### src/rtl/reg_file16_if.sv
// ---------------------------------------------------------------------------
// reg_file16_if
//   Bus bundle for the 16-entry register file: two read ports, one write port
//   and the two registered operand outputs.
//
//   master : the side driving addresses, enables and write data (sequencer / bench)
//   slave  : the register file itself
//
//   rd_addr_a / rd_addr_b  4-bit read addresses, ports A and B
//   rd_en                  load strobe for a_out / b_out
//   wr_addr / wr_data      write address and data
//   wr_en                  write strobe
//   a_out / b_out          registered read data (A/B operand latches)
// ---------------------------------------------------------------------------
interface reg_file16_if #(
    parameter int WIDTH = 16
);
    logic [3:0]       rd_addr_a;
    logic [3:0]       rd_addr_b;
    logic             rd_en;
    logic [3:0]       wr_addr;
    logic [WIDTH-1:0] wr_data;
    logic             wr_en;
    logic [WIDTH-1:0] a_out;
    logic [WIDTH-1:0] b_out;

    modport master (
        output rd_addr_a, rd_addr_b, rd_en, wr_addr, wr_data, wr_en,
        input  a_out, b_out
    );

    modport slave (
        input  rd_addr_a, rd_addr_b, rd_en, wr_addr, wr_data, wr_en,
        output a_out, b_out
    );
endinterface

### src/rtl/reg_file16.sv
// ---------------------------------------------------------------------------
// reg_file16
//   Sixteen-entry register file, two read ports, one write port. Register 0
//   has no storage and always reads zero; the stack-pointer register resets to
//   SP_INIT. Read data is captured in a_out / b_out (the A/B operand latches),
//   which load only when rd_en is high. A read of the register being written
//   in the same cycle returns the new write data (write-first bypass).
//
//   clk    rising-edge clock
//   reset  asynchronous, active-high reset
//   bus    reg_file16_if.slave (addresses, enables, write data, a_out/b_out)
// ---------------------------------------------------------------------------
module reg_file16 #(
    parameter int               WIDTH    = 16,
    parameter int               SP_INDEX = 15,
    parameter logic [WIDTH-1:0] SP_INIT  = 16'hFFFE
) (
    input  logic        clk,
    input  logic        reset,
    reg_file16_if.slave bus
);
    localparam int DEPTH = 16;

    // Storage exists only for registers 1..15.
    logic [WIDTH-1:0] regs_q  [1:DEPTH-1];
    logic [WIDTH-1:0] regs_d  [1:DEPTH-1];

    // Read view of every address including the write-first bypass;
    // entry 0 is the hard-wired zero register.
    logic [WIDTH-1:0] rd_view [0:DEPTH-1];

    logic [WIDTH-1:0] a_out_q, a_out_d;
    logic [WIDTH-1:0] b_out_q, b_out_d;

    assign rd_view[0] = '0;

    generate
        for (genvar gi = 1; gi < DEPTH; gi++) begin : g_reg
            logic hit;
            assign hit         = bus.wr_en && (bus.wr_addr == 4'(gi));
            assign regs_d[gi]  = hit ? bus.wr_data : regs_q[gi];
            // A same-cycle write to this entry is visible to both read ports.
            assign rd_view[gi] = hit ? bus.wr_data : regs_q[gi];
        end
    endgenerate

    always_comb begin
        a_out_d = a_out_q;
        b_out_d = b_out_q;
        if (bus.rd_en) begin
            a_out_d = rd_view[bus.rd_addr_a];
            b_out_d = rd_view[bus.rd_addr_b];
        end
    end

    always_ff @(posedge clk or posedge reset) begin
        if (reset) begin
            for (int i = 1; i < DEPTH; i++) begin
                regs_q[i] <= (i == SP_INDEX) ? SP_INIT : '0;
            end
            a_out_q <= '0;
            b_out_q <= '0;
        end else begin
            for (int i = 1; i < DEPTH; i++) begin
                regs_q[i] <= regs_d[i];
            end
            a_out_q <= a_out_d;
            b_out_q <= b_out_d;
        end
    end

    assign bus.a_out = a_out_q;
    assign bus.b_out = b_out_q;

endmodule
### src/flat_wrapper.sv
// flat-port wrapper written by rule: the top's interface ports become plain ports
module reg_file16_flat 
#(
    parameter int               WIDTH    = 16,
    parameter int               SP_INDEX = 15,
    parameter logic [WIDTH-1:0] SP_INIT  = 16'hFFFE
)
  (clk, reset, bus_rd_addr_a, bus_rd_addr_b, bus_rd_en, bus_wr_addr, bus_wr_data, bus_wr_en, bus_a_out, bus_b_out);
  reg_file16_if #(.WIDTH(WIDTH)) bus_i ();
  input  logic clk;
  input  logic reset;
  input wire logic [$bits(bus_i.rd_addr_a)-1:0] bus_rd_addr_a;
  input wire logic [$bits(bus_i.rd_addr_b)-1:0] bus_rd_addr_b;
  input wire logic [$bits(bus_i.rd_en)-1:0] bus_rd_en;
  input wire logic [$bits(bus_i.wr_addr)-1:0] bus_wr_addr;
  input wire logic [$bits(bus_i.wr_data)-1:0] bus_wr_data;
  input wire logic [$bits(bus_i.wr_en)-1:0] bus_wr_en;
  output wire logic [$bits(bus_i.a_out)-1:0] bus_a_out;
  output wire logic [$bits(bus_i.b_out)-1:0] bus_b_out;
  assign bus_i.rd_addr_a = bus_rd_addr_a;
  assign bus_i.rd_addr_b = bus_rd_addr_b;
  assign bus_i.rd_en = bus_rd_en;
  assign bus_i.wr_addr = bus_wr_addr;
  assign bus_i.wr_data = bus_wr_data;
  assign bus_i.wr_en = bus_wr_en;
  assign bus_a_out = bus_i.a_out;
  assign bus_b_out = bus_i.b_out;
  reg_file16 #(.WIDTH(WIDTH), .SP_INDEX(SP_INDEX), .SP_INIT(SP_INIT)) u_core (.clk(clk), .reset(reset), .bus(bus_i));
endmodule
### config.mk
export PLATFORM = sky130hd
export DESIGN_NAME = reg_file16_flat
export DESIGN_NICKNAME = d
export VERILOG_FILES = /design/src/rtl/reg_file16_if.sv /design/src/rtl/reg_file16.sv /design/src/flat_wrapper.sv
export SDC_FILE = /design/constraint.sdc
export NUM_CORES = 1
export LEC_CHECK = 0
export ABC_AREA = 1
export BUFFER_PORTS_ARGS = -buffer_cell sky130_fd_sc_hd__buf_2
export CORE_MARGIN = 8
export CORE_UTILIZATION = 60
export DETAILED_ROUTE_END_ITERATION = 16
export PLACE_DENSITY = 0.78
export RECOVER_POWER = 50
export SKIP_LAST_GASP = 1
export SLEW_MARGIN = 20
export SYNTH_ARGS = -nofsm -noshare
export SYNTH_HDL_FRONTEND = slang
export SYNTH_SLANG_ARGS = --single-unit
### constraint.sdc
create_clock -name clk -period 12.7 [get_ports clk]
set_clock_uncertainty 0.05 [all_clocks]
set_input_delay 2.54 -clock clk [delete_from_list [all_inputs] [get_ports clk]]
set_output_delay 2.54 -clock clk [all_outputs]
set_load 0.02 [all_outputs]
==> flow_summary.toml <==
[power_and_ir_drop]
p_total_mw = 2.68
vdd_ir_drop_max_uv = 131
power.leakage_nw = 9.99
power-per-cell-area_nw_per_um2 = 150

[worst_setup_path]
arrival_ns = 7.83
worst-path-max-fanout = 60
path_class = "in -> reg"
crit_chain = "buf_2, clkbuf_1, nand3_1, inv_1, nand2_1, nand3_1, nand3_1, nand2_1, nand3_1, nand2_1, nand2_1, nand2_1"
crit_slowest_cell = "clkbuf_1"
max_stage_delay_ns = 2.19
crit_top_cell = "nand2_1"
start_kind = "input port"
cp.required_ns = 13.17
cp-end-kind = "register"
crit_family = "buffers and inverters"
crit_buf_inv = 3

[synth]
synth.avg_cell_area_um2 = 6.44
synth_cell_types = 17
synthTopCellsByCount = "nand2_1 (992), nand3_1 (592), dfrtp_1 (257)"
syn_inst = 2568
synth.top_cell.area_share_pct = 38.9
ys_warn_count = 0
syn_area_um2 = 16500
synth_flop_cell = "dfrtp_1"
yosys-top-cells-area = "dfrtp_1 (39%), nand2_1 (23%), nand3_1 (18%)"
ys_seq_area_share_pct = 41.3
ys_ff_latch = 272
synth_most_common_cell = "nand2_1"
synth_edf_count = 0
synth_nets = 2600
async_reset_ff_share_pct = 100
yosys.area.top_type = "dfrtp_1"

[floorplanning]
std_cell_rows = 60
dieHeight_um = 182
start_util_pct = 61.1
io_pins = 64
dieArea_um2 = 33100
die_width_um = 182
core_um2 = 27000

[grt]
grt_max_degree = 133
grtUsageTotal_pct = 39.5
antenna_found_initial = 4
grt_first_pass_wirelength_um = 100000
grt_overflow = 0
grt_pass1_vias = 16400

[placed_design]
numPortBuffers = 63
gp_congestion = 0.993
hpwl_um = 44300
dpl_cell_area_um2 = 16900

[detailed_routing]
first_pass_iters = 6
ant_nets = 0
postRouteWirelength_um = 66700
via_per_inst = 6.23
drtIter0Drc = 3039
num_vias = 18200
drc_errors = 0
post_drt_wl_per_cell_um = 22.9

[clock_tree]
clkSinkCount = 272
htreeDepth = 1
cts_buffer_depth = 3
clock_latency_ns = 0.58
cts-resized-gates = 0
clk_transition_reported_paths_ns = 0.06
cts_setup_buffers = 0
cts_tree = "done"
cts-root-buf = "clkbuf_16"
holdBufCountCts = 0
numCtsBuffers = 30

[min_path]
hp-class = "reg -> reg"

[timing]
period_share_pct = 58.0
final-setup-viol-count = 0
hold_ws_ns = 0.432
relSlewSlack_pct = -313
worstMarginPinSlew_ns = 6.17
tns_ns = 0
final.min_clock_period_ns = 7.36
max_freq_ghz = 0.136
slew_viol_final = 194
hold_viol = 0
rsz0062_at_grt = "false"

[layout]
fin_area_um2 = 17900
layout.nets = 2581
drive_above_1_share_pct = 5.33
areaGrowthSynthToFinish_pct = 8.06
final_util_pct = 66.1

[outcome]
outcome = "complete, but fails checks"
violations = "max-capacitance violations, max-slew violations"

[flow_run]
cap_violations = 2
[sequential cells by signal (all words and copies together) (netlist names)]
register and count:
u_core.regs_q 240, u_core.bus.a_out 16, u_core.bus.b_out 16
[final cells by class]
cell class                      count  area, um^2
Inverter                          250         940
Timing Repair Buffer               96         512
Multi-Input combinational cell   1899        8180
Clock buffer                       47         946
Sequential cell                   272        6830
Fill cell                        2472        9170
Tap cell                          341         427
Clock inverter                      4        20.0
Antenna cell                        3        7.51
[kinds of logic (layout without fill, tap and decap cells)]
kind of cell | count (synthesis) | after routing | share of synthesized area [%]
AO/OA/AOI/OAI | 26 | 26 | 1.03
buffers and inverters | 397 | 397 | 9.29
flip-flops | 272 | 272 | 41.3
other | 0 | 3 | 0
AND/OR/NAND/NOR | 1873 | 1873 | 48.4
[per-stage QoR]
step	worst slack, ns	instances
floorplan	2.64	2568
global placement	6.98	2858
detailed placement	7.01	2858
CTS	7.58	2909
global route	4.96	2911
finish	5.34	2912
[power breakdown]
| part | internal (mW) | total, mW | switching, mW |
|---|---|---|---|
| clock | 0.504 | 0.875 | 0.371 |
| sequential | 1.04 | 1.10 | 0.0622 |
| combinational | 0.199 | 0.697 | 0.498 |
| total | 1.74 | 2.68 | 0.931 |
[worst min-delay path: cells and delay by family, from the launching register on]
family | cells | cell delay [ns]
simple gates | 2 | 0.11
flops | 1 | 0.34
[layer usage]
| layer | GRT usage (%) | vias up | part of all wire (%) |
|---|---|---|---|
| met5 | 1.54 | - | 0.14 |
| met1 | 56.1 | 8284 | 39 |
| li1 | - | 8063 | - |
| met3 | 16.4 | 200 | 18 |
| met2 | 54.3 | 1602 | 39 |
| met4 | 9.87 | 6 | 3.3 |
[cell usage in the layout, fill, tap and decap left out]
cell / instances
nand2_1: 992
nand3_1: 593
dfrtp_1: 257
inv_1: 243
nor2_1: 197
nand4_1: 46
clkbuf_1: 40
and2_1: 35
clkbuf_16: 31
buf_2: 31
buf_4: 30
o21a_1: 16
dfstp_2: 15
clkbuf_8: 11
o21ai_0: 10
nor2_2: 8
inv_2: 4
clkinv_2: 4
diode_2: 3
clkinv_1: 2
nor2_4: 2
clkinvlp_2: 1
[path summary, 6_finish.rpt]
kind | endpoint | cells past startpoint | start | slack, ns
worst max-delay path | u_core.bus.a_out[2]$_DFFE_PP0P_ | 12 | bus_wr_en | 5.34
worst min-delay path | u_core.bus.a_out[15]$_DFFE_PP0P_ | 2 | u_core.bus.a_out[15]$_DFFE_PP0P_ | 0.43
worst max register to register | u_core.bus.b_out[4]$_DFFE_PP0P_ | 10 | u_core.regs_q[52]$_DFF_PP0_ | 11.04
worst min register to register | u_core.bus.a_out[15]$_DFFE_PP0P_ | 2 | u_core.bus.a_out[15]$_DFFE_PP0P_ | 0.43
max in group asynchronous | u_core.regs_q[18]$_DFF_PP0_ | 3 | reset | 5.81
min in group asynchronous | u_core.regs_q[59]$_DFF_PP0_ | 2 | reset | 3.86
Power figures use the tool's default switching activity.
